--- src/rtl/motion_pkg.sv ---
// ============================================================================
// motion_pkg -- shared homing state encodings, parameter defaults and helpers
// Rev 1.0
// ============================================================================
`default_nettype none

package motion_pkg;

  localparam int DEF_STEP_PERIOD   = 2000;
  localparam int DEF_STEP_HIGH     = 1000;
  localparam int DEF_BACKOFF_STEPS = 16;
  localparam int DEF_TIMEOUT_STEPS = 20000;

  typedef enum logic [2:0] {
    ST_IDLE    = 3'd0,
    ST_CLEAR   = 3'd1,
    ST_SEEK    = 3'd2,
    ST_BACKOFF = 3'd3,
    ST_SETPOS  = 3'd4,
    ST_DONE    = 3'd5,
    ST_FAULT   = 3'd6
  } hs_state_t;

  // Sub-phase of SEEK once the switch has been seen.
  typedef enum logic [1:0] {
    DET_NONE   = 2'd0,
    DET_FINISH = 2'd1,
    DET_WAIT   = 2'd2
  } det_phase_t;

  function automatic logic is_passthru(input hs_state_t s);
    return (s == ST_IDLE) || (s == ST_DONE) || (s == ST_FAULT);
  endfunction

  function automatic logic [15:0] sat_inc16(input logic [15:0] v);
    return (v == 16'hFFFF) ? v : v + 16'd1;
  endfunction

endpackage

`default_nettype wire

--- src/rtl/step_pulse_gen.sv ---
// ============================================================================
// step_pulse_gen -- free-running step window: high for STEP_HIGH cycles at the
// start of every STEP_PERIOD window while enabled. Rev 1.0
// ============================================================================
`default_nettype none

module step_pulse_gen
  import motion_pkg::*;
#(
  parameter int STEP_PERIOD = DEF_STEP_PERIOD,
  parameter int STEP_HIGH   = DEF_STEP_HIGH
) (
  input  logic clk,
  input  logic rst,
  input  logic i_en,
  output logic o_high,
  output logic o_done
);

  localparam int            CW     = $clog2(STEP_PERIOD);
  localparam logic [CW-1:0] c_LAST = CW'(STEP_PERIOD - 1);
  localparam logic [CW-1:0] c_HIGH = CW'(STEP_HIGH);

  logic [CW-1:0] r_cnt;

  // Dropping the enable restarts the next window from zero.
  always_ff @(posedge clk) begin
    if (rst || !i_en) begin
      r_cnt <= '0;
    end else if (r_cnt == c_LAST) begin
      r_cnt <= '0;
    end else begin
      r_cnt <= r_cnt + 1'b1;
    end
  end

  assign o_high = i_en && (r_cnt < c_HIGH);
  assign o_done = i_en && (r_cnt == c_LAST);

endmodule

`default_nettype wire

--- src/rtl/homing_sequencer.sv ---
// ============================================================================
// homing_sequencer -- axis homing: clear alarms, seek switch, back off, load
// position. Optional SEEK step timeout with HOMING_TIMEOUT_EN. Rev 1.0
// ============================================================================
`default_nettype none

module homing_sequencer
  import motion_pkg::*;
#(
  parameter int STEP_PERIOD   = DEF_STEP_PERIOD,
  parameter int STEP_HIGH     = DEF_STEP_HIGH,
  parameter int BACKOFF_STEPS = DEF_BACKOFF_STEPS,
  parameter int TIMEOUT_STEPS = DEF_TIMEOUT_STEPS
) (
  input  logic               clk,
  input  logic               rst,
  input  logic               start,
  input  logic               homeDir,
  input  logic               homeSwitch,
  input  logic signed [15:0] homePosition,
  input  logic               engDir,
  input  logic               engStep,
  input  logic               limiterAlarm,
  output logic               axDir,
  output logic               axStep,
  output logic               setEnable,
  output logic signed [15:0] setPosition,
  output logic               alarmClear,
  output logic               busy,
  output logic               homed,
  output logic               fault
);

  if (STEP_PERIOD < 4 || STEP_HIGH < 1 || STEP_HIGH > STEP_PERIOD - 2 ||
      BACKOFF_STEPS < 1 || TIMEOUT_STEPS < 1) begin : g_param_check
    $error("homing_sequencer: parameter out of range");
  end

  localparam logic [15:0] c_BO_LAST = 16'(BACKOFF_STEPS - 1);

  hs_state_t          r_state, w_state_nx;
  det_phase_t         r_det, w_det_nx;
  logic [15:0]        r_bo_cnt, w_bo_cnt_nx;
  logic               r_sw_meta, r_sw_sync;
  logic               r_home_dir;
  logic               r_ax_dir, r_ax_step, r_set_en, r_alarm_clr;
  logic               r_busy, r_homed, r_fault;
  logic signed [15:0] r_set_pos;
  logic               w_gen_en, w_gen_high, w_gen_done;
  logic               w_seek_step, w_start_ok, w_timeout;
  logic               w_ax_dir_nx, w_ax_step_nx;

  always_ff @(posedge clk) begin
    if (rst) begin
      r_sw_meta <= 1'b0;
      r_sw_sync <= 1'b0;
    end else begin
      r_sw_meta <= homeSwitch;
      r_sw_sync <= r_sw_meta;
    end
  end

  assign w_gen_en = (r_state == ST_CLEAR) || (r_state == ST_SEEK) ||
                    (r_state == ST_BACKOFF);

  step_pulse_gen #(
    .STEP_PERIOD (STEP_PERIOD),
    .STEP_HIGH   (STEP_HIGH)
  ) u_step_gen (
    .clk    (clk),
    .rst    (rst),
    .i_en   (w_gen_en),
    .o_high (w_gen_high),
    .o_done (w_gen_done)
  );

  // A switch hit suppresses the step even in the cycle it is first seen.
  assign w_seek_step = (r_state == ST_SEEK) && (r_det == DET_NONE) &&
                       !r_sw_sync && w_gen_high;

`ifdef HOMING_TIMEOUT_EN
  localparam logic [15:0] c_TO_LAST = 16'(TIMEOUT_STEPS - 1);
  logic [15:0] r_seek_cnt;

  // A window that ends undetected has emitted exactly one step.
  always_ff @(posedge clk) begin
    if (rst || r_state != ST_SEEK) begin
      r_seek_cnt <= '0;
    end else if (w_gen_done && r_det == DET_NONE && !r_sw_sync) begin
      r_seek_cnt <= sat_inc16(r_seek_cnt);
    end
  end

  assign w_timeout = (r_seek_cnt >= c_TO_LAST);
`else
  assign w_timeout = 1'b0;
`endif

  always_comb begin
    w_state_nx  = r_state;
    w_det_nx    = r_det;
    w_bo_cnt_nx = r_bo_cnt;
    w_start_ok  = 1'b0;
    case (r_state)
      ST_IDLE, ST_DONE, ST_FAULT: begin
        if (start) begin
          w_state_nx = ST_CLEAR;
          w_start_ok = 1'b1;
        end
      end
      ST_CLEAR: begin
        if (w_gen_done) w_state_nx = ST_SEEK;
      end
      ST_SEEK: begin
        case (r_det)
          DET_NONE: begin
            if (r_sw_sync)                    w_det_nx = w_gen_done ? DET_WAIT : DET_FINISH;
            else if (w_gen_done && w_timeout) w_state_nx = ST_FAULT;
          end
          DET_FINISH: if (w_gen_done) w_det_nx = DET_WAIT;
          DET_WAIT:   if (w_gen_done) w_state_nx = ST_BACKOFF;
          default:    w_det_nx = DET_NONE;
        endcase
        if (limiterAlarm) w_state_nx = ST_FAULT;
      end
      ST_BACKOFF: begin
        if (w_gen_done) begin
          w_bo_cnt_nx = sat_inc16(r_bo_cnt);
          if (r_bo_cnt >= c_BO_LAST) w_state_nx = r_sw_sync ? ST_FAULT : ST_SETPOS;
        end
        if (limiterAlarm) w_state_nx = ST_FAULT;
      end
      ST_SETPOS: w_state_nx = ST_DONE;
      default:   w_state_nx = ST_IDLE;
    endcase
    if (w_state_nx != ST_SEEK)    w_det_nx    = DET_NONE;
    if (w_state_nx != ST_BACKOFF) w_bo_cnt_nx = '0;
  end

  always_ff @(posedge clk) begin
    if (rst) begin
      r_state  <= ST_IDLE;
      r_det    <= DET_NONE;
      r_bo_cnt <= '0;
    end else begin
      r_state  <= w_state_nx;
      r_det    <= w_det_nx;
      r_bo_cnt <= w_bo_cnt_nx;
    end
  end

  // Axis outputs are registered; passthrough applies as soon as the sequence ends.
  always_comb begin
    w_ax_dir_nx  = r_home_dir;
    w_ax_step_nx = 1'b0;
    if (is_passthru(w_state_nx)) begin
      w_ax_dir_nx  = engDir;
      w_ax_step_nx = engStep;
    end else begin
      case (r_state)
        ST_IDLE, ST_DONE, ST_FAULT: w_ax_dir_nx = homeDir;
        ST_SEEK: begin
          w_ax_dir_nx  = (r_det != DET_NONE || r_sw_sync) ? ~r_home_dir : r_home_dir;
          w_ax_step_nx = w_seek_step;
        end
        ST_BACKOFF: begin
          w_ax_dir_nx  = ~r_home_dir;
          w_ax_step_nx = w_gen_high;
        end
        ST_SETPOS: w_ax_dir_nx = ~r_home_dir;
        default:   w_ax_dir_nx = r_home_dir;
      endcase
    end
  end

  always_ff @(posedge clk) begin
    if (rst) begin
      r_ax_dir    <= 1'b0;
      r_ax_step   <= 1'b0;
      r_set_en    <= 1'b0;
      r_alarm_clr <= 1'b0;
      r_busy      <= 1'b0;
      r_homed     <= 1'b0;
      r_fault     <= 1'b0;
      r_set_pos   <= '0;
      r_home_dir  <= 1'b0;
    end else begin
      r_ax_dir    <= w_ax_dir_nx;
      r_ax_step   <= w_ax_step_nx;
      r_set_en    <= (w_state_nx == ST_SETPOS);
      r_alarm_clr <= w_start_ok;
      r_busy      <= !is_passthru(w_state_nx);
      r_homed     <= (w_state_nx == ST_DONE);
      r_fault     <= (w_state_nx == ST_FAULT);
      if (w_start_ok) begin
        r_set_pos  <= homePosition;
        r_home_dir <= homeDir;
      end
    end
  end

  assign axDir       = r_ax_dir;
  assign axStep      = r_ax_step;
  assign setEnable   = r_set_en;
  assign setPosition = r_set_pos;
  assign alarmClear  = r_alarm_clr;
  assign busy        = r_busy;
  assign homed       = r_homed;
  assign fault       = r_fault;

endmodule

`default_nettype wire

--- config.mk ---
export PLATFORM = sky130hd
export DESIGN_NAME = homing_sequencer
export DESIGN_NICKNAME = d
export VERILOG_FILES = /design/src/rtl/motion_pkg.sv /design/src/rtl/step_pulse_gen.sv /design/src/rtl/homing_sequencer.sv
export SDC_FILE = /design/constraint.sdc
export NUM_CORES = 1
export LEC_CHECK = 0
export ABC_CLOCK_PERIOD_IN_PS = 3700
export BUFFER_PORTS_ARGS = -buffer_cell sky130_fd_sc_hd__buf_2
export CORE_AREA = 2 2 106 108
export CTS_CLUSTER_SIZE = 24
export DETAILED_ROUTE_END_ITERATION = 8
export DIE_AREA = 0 0 108 110
export HOLD_SLACK_MARGIN = 0.12
export PLACE_DENSITY = 0.51
export SYNTH_ARGS = -nofsm -noshare
export SYNTH_HDL_FRONTEND = slang
export SYNTH_SLANG_ARGS = --single-unit
--- constraint.sdc ---
create_clock -name clk -period 3.7 [get_ports clk]
set_clock_uncertainty 0.2 [all_clocks]
set_input_delay 0 -clock clk [delete_from_list [all_inputs] [get_ports clk]]
set_output_delay 0 -clock clk [all_outputs]
set_load 0.005 [all_outputs]
==> summary.md <==
| Metric | Value |
|---|---|
| Compound-Gate Fraction of Synth Area | `0.0994` |
| Setup violators final | `0` |
| Unrepaired setup endpoints after global routing | `no` |
| CTS tree | `built` |
| R2r setup slk | `around 0.28 ns` |
| Pwr per Cell Area | `412 nW/um2` |
| Crit path launch type | `register` |
| Initial Util | `0.245` |
| Largest family of logic cells by synthesized area | `simple AND/OR/NAND/NOR gates` |
| Met2 usage | `0.179` |
| Worst vdd ir | `approximately 0.18 mV` |
| Remaining global-route overflow | `0` |
| Cells after synthesis | `283` |
| Reg-to-Reg Start | `u_step_gen.r_cnt[6]` |
| Setup CP Type | `register to register` |
| Mapped Nets | `around 310` |
| Area leader, netlist | `dfxtp_1` |
| EDFF count, synth | `0` |
| CP endpoint kind | `register` |
| Synth warnings | `0` |
| Cell Area, Synth | `roughly 2600 um2` |
| Tmin final | `between 3 and 4 ns` |
| Crit path largest cell delay | `~0.56 ns` |
| Critical Path End | `axStep` |
| Vias/cell | `4.38` |
| Post-synthesis simple-gate area fraction | `0.265` |
| H-tree levels | `3` |
| Final #Nets | `slightly above 400` |
| Cell family with most CP delay | `buffers and inverters` |
| Global-route wire length before repair | `a little over 10000 um` |
| CP Buf/Inv Count | `3` |
| CTS Sinks | `58` |
| Area Growth Syn to Fin | `41.0%` |
| Register clock-pin slew on the reported worst setup and hold paths | `around 0.060 ns` |
| Max-cap violations | `0` |
| GR Util met3 | `0.0359` |
| Hold WC Path Type | `register to register` |
| Period utilization | `0.924` |
| Dpl cell area | `roughly 3000 um2` |
| Largest net degree at the start of global routing | `31` |
| Placer Congestion | `around 0.75` |
| Sequential-to-total area share from yosys stat | `0.443` |
| Mux share of post-synthesis cell area | `0.0688` |
| DRT Pass-1 Iters | `4` |
| Latest clock arrival within the worst-skew pair | `around 0.34 ns` |
| Top-Level Pins | `between 40 and 50` |
| FP Rows | `38` |
| Post-route ant nets | `0` |
| Status | `finished, final reports clean` |
| Slew @ Worst Pin | `~0.8 ns` |
| Slowest CP cell | `dlygate4sd3_1` |
| Mapped Avg Cell Area | `approximately 9.3 um2` |
| R2r endpoint | `axStep` |
| Clk Tree Root Cell | `clkbuf_8` |
| Adder-cell share of the synthesized area | `0.0134` |
| Yosys reg bits | `58` |
| Worst Setup SP | `u_step_gen.r_cnt[6]` |
| Drt total wl | `approximately 6100 um` |
| Worst-case reg-to-reg path depth | `10` |
| Fmax | `293 MHz` |
| Port Buffers | `46` |
| Filler cells | `approximately 1.1k` |
| Worst setup margin | `0.282 ns` |
| Die width | `roughly 110 um` |
| Antenna Cells | `0` |
| GRT Overall Usage | `0.107` |
| Synth cell types | `55` |
| Max-Slew Margin vs Limit | `0.467` |
| Die Ht | `between 100 and 150 um` |
| Async SR Flop Fraction | `0` |
| Vias | `around 2.3k` |
| Final core occ | `0.345` |
| Drc violations | `0` |
| Wirelength per Cell | `roughly 12 um` |
| Area contributors post-synth | `dfxtp_1 (44%), mux2i_1 (6.9%), nor2_1 (6.7%)` |
| Share of Yosys cell area claimed by the top area cell type | `0.443` |
| Post-Synth XOR/XNOR Area | `0.0669` |
| Top Usage Layer GRT | `met2` |
| Core area | `between 10000 and 15000 um2` |
| Vias in the first global route | `approximately 2.3k` |
| Critical Path Fanout Max | `5` |
| Lkg Pwr | `~1.5 nW` |
| Max Transition Viols Final | `0` |
| Finished Cell Area | `~3700 um2` |
| CP Data Arrival Time | `around 3.5 ns` |
| Worst-path cell chain | `nand4_1 > buf_4 > nor4_2 > and3_1 > o211a_1 > and3_1 > o211ai_1 > dlygate4sd3_1 > nand2_1 > dlygate4sd3_1` |
| Placed wire-length estimate | `3860 um` |
| Drt first-iter violations | `between 70 and 80` |
| Final hold viol count | `0` |
| Max clock buf depth | `2` |
| Initial antenna violation count | `0` |
| DP Worst Slack | `between 0.8 and 0.9 ns` |
| Critical path depth | `10` |
| TNS Setup | `0 ns` |
| Area of the die | `11900 um2` |
| Met1 Use GR | `0.128` |
| Layout cells sized above 1 | `0.243` |
| CTS buffer count | `9` |
| Dominant synthesized flop cell | `dfxtp_1` |
| CP required | `3.78 ns` |
==> repair_timing <==
item / CTS / global route
endpoints found under the hold margin: 32 / 0
hold buffers: 45 / 0
setup endpoints to repair: 0 / 1
gates resized for setup: 0 / 4
setup buffers: 0 / 2
==> placed cells by master, fill, tap and decap left out, types with 4 or more instances in the layout <==
| master | count |
|---|---|
| a21oi_1 | 8 |
| and3_1 | 8 |
| buf_2 | 46 |
| clkbuf_8 | 11 |
| dfxtp_1 | 57 |
| dlygate4sd3_1 | 45 |
| inv_1 | 10 |
| mux2i_1 | 18 |
| nand2_1 | 10 |
| nand3_1 | 9 |
| nand4_1 | 4 |
| nor2_1 | 47 |
| nor2_2 | 9 |
| nor3_1 | 9 |
| nor4_1 | 5 |
| o21ai_0 | 7 |
| or3_1 | 6 |
| xnor2_1 | 16 |
| xor2_1 | 4 |
==> cell type report <==
type                    count  area [um2]  share of cell area
inverters                  10        37.5              0.0102
flip-flops and latches     58        1160               0.315
well taps                 140         175              0.0474
clock inverters             5         100              0.0271
repair buffers             94         703               0.190
clock buffers              11         151              0.0410
multi-input cells         204        1360               0.369
==> per-layer routing <==
metal  vias up  wire (um)  part of all wire
met4         0        100             0.016
met5         -          0                 0
met2        28       2990              0.49
li1       1176          -                 -
met3        15        220             0.036
met1      1068       2830              0.46
==> cell families after synthesis <==
kind of cell | Yosys count
AOI/OAI and AO/OA | 36
xor gates and xnor gates | 20
adders and majority gates | 3
buffers and inverters | 21
DFF | 58
muxes | 18
and+or+nand+nor | 127
==> worst reg2reg max path, delay by kind of cell (launching register included) <==
kind / cells / cell delay [ns]
flops: 1 / 0.40
simple gates: 5 / 1.14
buf+inv: 3 / 1.32
compound gates: 2 / 0.30
==> stage by stage <==
step                hold slack [ns]  total power (W)  instances
detailed placement           0.0143         0.000764        459
global placement             0.0229         0.000763        459
finish                        0.247          0.00152        522
floorplan                   -0.0718         0.000725        283
CTS                           0.248          0.00154        520
global route                  0.269          0.00159        522
==> report_power, final <==
group          switching (W)  leakage [nW]  internal, W
clock               0.000247         0.129     0.000482
combinational      0.0000557         0.902    0.0000822
sequential         0.0000124         0.472     0.000644
total               0.000315          1.50      0.00121
==> Yosys cell counts (2+ instances only) <==
library cell  count
dfxtp_1          58
nor2_1           47
mux2i_1          18
xnor2_1          16
inv_1            10
nand2_1          10
nand3_1           9
nor2_2            9
nor3_1            9
a21oi_1           8
and3_1            8
o21ai_0           7
nor4_1            6
or3_1             6
clkbuf_1          4
nand4_1           4
xor2_1            4
buf_2             3
nor2b_1           3
o21a_1            3
a211o_1           2
a211oi_1          2
a31oi_1           2
buf_4             2
ha_1              2
nor4_2            2
==> registers in the layout (all words and copies together), names as in the netlist, 2 cells and up <==
signal	flops
r_state	3
setPosition	16
r_bo_cnt	16
r_det	2
u_step_gen.r_cnt	11
==> worst min-delay path by stage <==
stage | startpoint | end | slack [ns] | cells past startpoint
floorplan | homeSwitch | r_sw_meta | -0.07 | 1
global placement | homeSwitch | r_sw_meta | 0.02 | 2
detailed placement | homeSwitch | r_sw_meta | 0.01 | 2
CTS | u_step_gen.r_cnt[0] | u_step_gen.r_cnt[0] | 0.25 | 1
global route | u_step_gen.r_cnt[0] | u_step_gen.r_cnt[0] | 0.27 | 1
finish | u_step_gen.r_cnt[0] | u_step_gen.r_cnt[0] | 0.25 | 1
(Power assumes the default switching activity.)
